File: src/rtl/snoop_filter_pkg.sv
// Shared types and helpers for the snoop filter tag-array memory responder.
package snoop_filter_pkg;

    typedef enum logic [1:0] {
        IDLE,
        SWEEP,
        DONE
    } sf_mem_state_e;

    localparam int SF_MAX_RD_LATENCY = 2;
    localparam int SF_PAR_MAX_W      = 1024;

    // Even parity; callers zero-extend, which leaves the parity unchanged.
    function automatic logic sf_par(input logic [SF_PAR_MAX_W-1:0] d);
        return ^d;
    endfunction

endpackage

File: src/rtl/sf_mem_rd_pipe.sv
// Read-return shift pipe: LATENCY stages of valid plus payload, cleared by reset.
module sf_mem_rd_pipe
    import snoop_filter_pkg::*;
#(
    parameter int LATENCY = 1,
    parameter int W       = 64
) (
    input  logic         clk,
    input  logic         rst_n,
    input  logic         in_vld,
    input  logic [W-1:0] in_dat,
    output logic         out_vld,
    output logic [W-1:0] out_dat
);

    if (LATENCY < 1 || LATENCY > SF_MAX_RD_LATENCY) begin : g_bad_latency
        $fatal(1, "sf_mem_rd_pipe: LATENCY must be 1..%0d", SF_MAX_RD_LATENCY);
    end

    logic         vld_p [LATENCY];
    logic [W-1:0] dat_p [LATENCY];

    always_ff @(posedge clk) begin
        if (!rst_n) begin
            for (int i = 0; i < LATENCY; i++) begin
                vld_p[i] <= 1'b0;
                dat_p[i] <= '0;
            end
        end else begin
            vld_p[0] <= in_vld;
            dat_p[0] <= in_dat;
            for (int i = 1; i < LATENCY; i++) begin
                vld_p[i] <= vld_p[i-1];
                dat_p[i] <= dat_p[i-1];
            end
        end
    end

    assign out_vld = vld_p[LATENCY-1];
    assign out_dat = dat_p[LATENCY-1];

endmodule

File: src/rtl/snoop_filter_mem_responder.sv
// Snoop filter tag-array responder: fixed-latency reads, writes, and a zeroing init sweep.
// Optional per-row parity is enabled by defining SF_MEM_PARITY_EN.
module snoop_filter_mem_responder
    import snoop_filter_pkg::*;
#(
    parameter int NSETS      = 64,
    parameter int DATA_W     = 64,
    parameter int RD_LATENCY = 1
) (
    input  logic                     clk,
    input  logic                     rst_n,
    input  logic                     mnt_ops,
    input  logic                     cen,
    input  logic                     wen,
    input  logic [DATA_W-1:0]        data,
    input  logic [$clog2(NSETS)-1:0] set_index,
    output logic [DATA_W-1:0]        rd_data,
    output logic                     rd_valid,
    output logic                     busy,
    output logic                     mnt_done,
    output logic                     err_busy
`ifdef SF_MEM_PARITY_EN
    ,
    input  logic                     inj_par_err,
    output logic                     rd_par_err
`endif
);

    localparam int IDX_W = $clog2(NSETS);
`ifdef SF_MEM_PARITY_EN
    localparam int ROW_W = DATA_W + 1;
`else
    localparam int ROW_W = DATA_W;
`endif
    localparam logic [IDX_W-1:0] LAST_SET = IDX_W'(NSETS - 1);

    if (NSETS < 2 || (NSETS & (NSETS - 1)) != 0) begin : g_bad_nsets
        $fatal(1, "snoop_filter_mem_responder: NSETS must be a power of 2 >= 2");
    end
    if (RD_LATENCY < 1 || RD_LATENCY > SF_MAX_RD_LATENCY) begin : g_bad_latency
        $fatal(1, "snoop_filter_mem_responder: RD_LATENCY must be 1..%0d", SF_MAX_RD_LATENCY);
    end
    if (DATA_W < 1 || DATA_W > SF_PAR_MAX_W) begin : g_bad_width
        $fatal(1, "snoop_filter_mem_responder: DATA_W out of range");
    end

    sf_mem_state_e    state, state_next;
    logic [IDX_W-1:0] sweep_ptr, sweep_ptr_next;
    logic [ROW_W-1:0] mem [NSETS];
    logic [ROW_W-1:0] row_wr;
    logic [ROW_W-1:0] row_rd;
    logic             accept, wr_en, rd_en;

    // Accesses are only honoured in IDLE; a same-cycle mnt_ops still lets them through.
    assign accept = cen && (state == IDLE);
    assign wr_en  = accept && wen;
    assign rd_en  = accept && !wen;
    assign row_rd = mem[set_index];

    always_ff @(posedge clk) begin
        if (!rst_n) begin
            state     <= IDLE;
            sweep_ptr <= '0;
        end else begin
            state     <= state_next;
            sweep_ptr <= sweep_ptr_next;
        end
    end

    always_comb begin
        state_next     = state;
        sweep_ptr_next = sweep_ptr;
        case (state)
            IDLE: begin
                if (mnt_ops) begin
                    state_next     = SWEEP;
                    sweep_ptr_next = '0;
                end
            end
            SWEEP: begin
                if (sweep_ptr == LAST_SET) begin
                    state_next = DONE;
                end else begin
                    sweep_ptr_next = sweep_ptr + 1'b1;
                end
            end
            DONE:    state_next = IDLE;
            default: state_next = IDLE;
        endcase
    end

    assign busy     = (state != IDLE);
    assign mnt_done = (state == DONE);

    always_ff @(posedge clk) begin
        if (!rst_n) begin
            err_busy <= 1'b0;
        end else begin
            err_busy <= cen && (state != IDLE);
        end
    end

    // Writes are suppressed under reset so an aborted sweep leaves the current row intact.
    always_ff @(posedge clk) begin
        if (rst_n) begin
            if (state == SWEEP) begin
                mem[sweep_ptr] <= '0;
            end else if (wr_en) begin
                mem[set_index] <= row_wr;
            end
        end
    end

`ifdef SF_MEM_PARITY_EN
    logic              par_err_rd;
    logic [DATA_W:0]   pipe_out;

    assign row_wr     = {sf_par(SF_PAR_MAX_W'(data)) ^ inj_par_err, data};
    assign par_err_rd = rd_en && (sf_par(SF_PAR_MAX_W'(row_rd[DATA_W-1:0])) != row_rd[DATA_W]);

    sf_mem_rd_pipe #(
        .LATENCY (RD_LATENCY),
        .W       (DATA_W + 1)
    ) u_rd_pipe (
        .clk     (clk),
        .rst_n   (rst_n),
        .in_vld  (rd_en),
        .in_dat  ({par_err_rd, row_rd[DATA_W-1:0]}),
        .out_vld (rd_valid),
        .out_dat (pipe_out)
    );

    assign {rd_par_err, rd_data} = pipe_out;
`else
    assign row_wr = data;

    sf_mem_rd_pipe #(
        .LATENCY (RD_LATENCY),
        .W       (DATA_W)
    ) u_rd_pipe (
        .clk     (clk),
        .rst_n   (rst_n),
        .in_vld  (rd_en),
        .in_dat  (row_rd),
        .out_vld (rd_valid),
        .out_dat (rd_data)
    );
`endif

endmodule
File: config.mk
export PLATFORM = sky130hd
export DESIGN_NAME = snoop_filter_mem_responder
export DESIGN_NICKNAME = d
export VERILOG_FILES = /design/src/rtl/snoop_filter_pkg.sv /design/src/rtl/sf_mem_rd_pipe.sv /design/src/rtl/snoop_filter_mem_responder.sv
export SDC_FILE = /design/constraint.sdc
export NUM_CORES = 2
export LEC_CHECK = 0
export CAP_MARGIN = 5
export CORE_ASPECT_RATIO = 0.6
export CORE_MARGIN = 2
export CORE_UTILIZATION = 30
export DETAILED_ROUTE_END_ITERATION = 8
export SETUP_SLACK_MARGIN = 0.15
export SLEW_MARGIN = 30
export SYNTH_ARGS = -nofsm -noshare
export SYNTH_HDL_FRONTEND = slang
export SYNTH_MEMORY_MAX_BITS = 65536
export SYNTH_SLANG_ARGS = --single-unit
File: constraint.sdc
create_clock -name clk -period 15.14 [get_ports clk]
set_input_delay 2.271 -clock clk [delete_from_list [all_inputs] [get_ports clk]]
set_output_delay 2.271 -clock clk [all_outputs]
set_load 0.01 [all_outputs]
==> impl_metrics.env <==
export IMPL_routedWlPerCell_um=32.03
export IMPL_place_hpwl_um=288100
export IMPL_first_pass_iters=6
export IMPL_outcome="completed"
export IMPL_fin_skew_ns=0.08823
export IMPL_syn_to_final_growth_pct=14.23
export IMPL_synth_mux_area_frac=0.1522
export IMPL_synthesis_nets=7507
export IMPL_timing_rr_end="mem[8][33]$_DFFE_PP_"
export IMPL_fill_cells=48747
export IMPL_fin_cells=15220
export IMPL_nNetsFinal=7878
export IMPL_drive_gt1_frac=0.2224
export IMPL_seqCellArea_mm2=0.1245
export IMPL_r2r_slack_ns=10.22
export IMPL_drtIter0Drc=14194
export IMPL_period_needed_ns=6.447
export IMPL_synth_edf_count=4096
export IMPL_dieWidth_um=945.4
export IMPL_critPathKind="input pin to flop"
export IMPL_fp_dieH_um=568.9
export IMPL_io_buffers=142
export IMPL_drt_wl_total_um=487400
export IMPL_die_area_mm2=0.5378
export IMPL_ys_dominant_reg_cell="edfxtp_1"
export IMPL_setup_violations=0
export IMPL_max_clock_freq_mhz=155.1
export IMPL_core_area_mm2=0.5297
export IMPL_synthAdderAreaFrac=0.00007843
export IMPL_path_clk_slew_ns=0.07
export IMPL_grt_pass1_wl_um=662900
export IMPL_finalCritPeriodShare=0.4258
export IMPL_worstHoldEndpoint="sweep_ptr[5]$_SDFFE_PN0P_"
export IMPL_rows=207
export IMPL_grt_total_usage=0.1750
export IMPL_setup_tns_ns=0
export IMPL_antenna_left=0
export IMPL_hold_viol_final=0
export IMPL_ctsHoldBuffers=0
export IMPL_min_path_type="flop to flop"
export IMPL_grt_pass1_vias=78947
export IMPL_place_ws_ns=7.779
export IMPL_synthCells=7431
export IMPL_clock_latency_ns=0.98
export IMPL_min_path_cells=2
export IMPL_htreeDepth=5
export IMPL_start_util=0.3012
export IMPL_worst_pin_slew_ns=1.188
export IMPL_clockRootBuffer="clkbuf_16"
export IMPL_synth_compound_gate_area_share=0.03660
export IMPL_drv_slew=0
export IMPL_dp_cells=14534
export IMPL_yosys_register_bits=4170
export IMPL_netlist_area_mm2=0.1595
export IMPL_numCtsBuffers=368
export IMPL_hold_path_startpoint="sweep_ptr[5]$_SDFFE_PN0P_"
export IMPL_postSynthAreaPerCell_um2=21.47
export IMPL_grt_start_max_net_pins=119
export IMPL_cts_setup_buffers=0
export IMPL_p_leak_nw=60.07
export IMPL_crit_start="rst_n"
export IMPL_cts_buffer_depth=4
export IMPL_synth_top_family_by_area="multiplexers"
export IMPL_synth_distinct_cells=53
export IMPL_rsz0062_at_grt="false"
export IMPL_post_route_drc_count=0
export IMPL_ff2ff_path_depth=7
export IMPL_fin_ws_ns=8.693
export IMPL_synth_xor_area_frac=0.0002196
export IMPL_startpoint_type="input pin"
export IMPL_power_density_mw_per_mm2=126.4
export IMPL_max_vdd_ir_drop_mv=0.09353
export IMPL_multi_input_area_mm2=0.03323
export IMPL_yosys_area_share_simple=0.01402
export IMPL_required_ns=15.66
export IMPL_gp_congestion=0.8328
export IMPL_vias_per_cell=5.383
export IMPL_cts_repair_resized=0
export IMPL_tritoncts="yes"
export IMPL_critPathArrivalTime_ns=6.97
export IMPL_seq_area_frac_synth=0.7803
export IMPL_io_pins=143
export IMPL_yosysWarningCount=0
export IMPL_relSlewSlack=0.2079
export IMPL_maxCapViolCount=0
export IMPL_synth_async_sr_flop_share=0
export IMPL_antenna_found_initial=41
export IMPL_grt_ovfl_total=0
export IMPL_vias=81936
export IMPL_timing_rr_start="state[0]$_SDFFE_PN0P_"
export IMPL_crit_fanout=32
export IMPL_end_kind="flop"
export IMPL_cts_sinks=4170
==> worst max-delay path, cell delays in order <==
cell	delay, ns
clkdlybuf4s50_1	0.47
buf_4	0.34
nand4_1	0.55
o22ai_1	0.58
nand2_1	0.60
nor2_4	0.82
buf_4	0.46
buf_4	0.70
==> final cells by class <==
type,count,share of cell area
antenna,21,0.0002884
clock buffer,477,0.05403
timing repair buffer,439,0.02244
sequential,4170,0.6831
multi-input combinational,2821,0.1823
clock inverter,184,0.009022
tap,7106,0.04879
inverter,2,0.00004120
==> registers in the layout, summed over array words and instances (netlist names) <==
signal           cells
mem               4096
u_rd_pipe.dat_p     64
sweep_ptr            6
state                2
err_busy             1
u_rd_pipe.vld_p      1
==> Yosys cell counts (17+ instances only) <==
library cell | instances | share of area
edfxtp_1 | 4096 | 0.77
mux4_2 | 704 | 0.099
mux2i_1 | 701 | 0.044
o22ai_1 | 205 | 0.0080
clkbuf_1 | 158 | 0.0037
nor2_1 | 142 | 0.0033
a21oi_1 | 126 | 0.0040
mux2_2 | 125 | 0.0088
buf_2 | 113 | 0.0035
a22oi_1 | 111 | 0.0052
a221oi_1 | 85 | 0.0047
o21ai_0 | 79 | 0.0025
buf_6 | 76 | 0.0054
a211oi_1 | 74 | 0.0035
dfxtp_1 | 74 | 0.0093
buf_4 | 71 | 0.0033
and2_1 | 69 | 0.0027
nor2b_1 | 52 | 0.0020
or3_1 | 45 | 0.0018
nand2_1 | 41 | 0.00096
o31ai_1 | 38 | 0.0018
nor3_1 | 35 | 0.0011
a211o_1 | 30 | 0.0016
a2bb2oi_1 | 26 | 0.0014
nand2b_1 | 20 | 0.00078
o211ai_1 | 20 | 0.00094
buf_1 | 17 | 0.00040
==> through the flow <==
stage	area [um2]	util	hold WS [ns]	power, mW
after global placement	170100	0.3212	0.5834	14.00
after detailed placement	170600	0.3220	0.6084	14.02
after CTS	182000	0.3437	0.6204	23.14
after floorplan	159500	-	0.5467	13.51
after global routing	182200	0.3440	0.6471	23.62
final	182200	0.3441	0.6260	23.04
==> placed cells by master (no fill, tap or decap), drive strengths merged, types with 21 or more instances in the layout <==
cell type      count
clkdlybuf4s50    137
mux2             125
nor3              35
nor2b             52
o21ai             81
a221oi            91
edfxtp          4096
and2              69
nand2             41
bufinv            23
clkinv           146
mux2i            701
a2bb2oi           26
buf              301
o31ai             38
diode             21
dfxtp             74
a211o             30
nor2             143
mux4             704
a21oi            126
a22oi            111
o22ai            205
or3               45
clkbuf           478
a211oi            74
==> cell families after synthesis <==
logic type               count (synthesis)
flip-flops                            4170
multiplexers                          1530
AO/OA/AOI/OAI                          848
buffers and inverters                  440
AND/OR/NAND/NOR                        438
XOR/XNOR                                 4
adder cells (fa/ha/maj)                  1
==> report_power, final <==
group | total [mW] | leakage, nW | internal, mW | switching, mW
Sequential | 12.6 | 40.5 | 12.6 | 0.0420
Clock | 9.27 | 5.60 | 5.00 | 4.28
Combinational | 1.13 | 14.0 | 0.413 | 0.719
Total | 23.0 | 60.1 | 18.0 | 5.04
==> how the worst max path moves through the flow <==
stage | end | slack [ns]
2_1_floorplan | mem[0][0]$_DFFE_PP_ | 8.30
5_1_grt | mem[10][19]$_DFFE_PP_ | 8.69
3_3_place_gp | mem[10][19]$_DFFE_PP_ | 7.79
3_5_place_dp | u_rd_pipe.dat_p[0][22]$_SDFF_PN0_ | 7.78
6_report | mem[8][33]$_DFFE_PP_ | 8.69
4_1_cts | u_rd_pipe.dat_p[0][22]$_SDFF_PN0_ | 8.73
==> layer usage <==
metal	global-route usage	part of all wire	wire length (um)	vias to the layer above
met3	0.05387	0.13	64230	636
met5	0	0.00010	50	-
met1	0.2584	0.41	202300	44005
met4	0.04143	0.024	11580	8
li1	-	-	-	31970
met2	0.2521	0.43	209300	5317
Power figures use the tool's default switching activity.
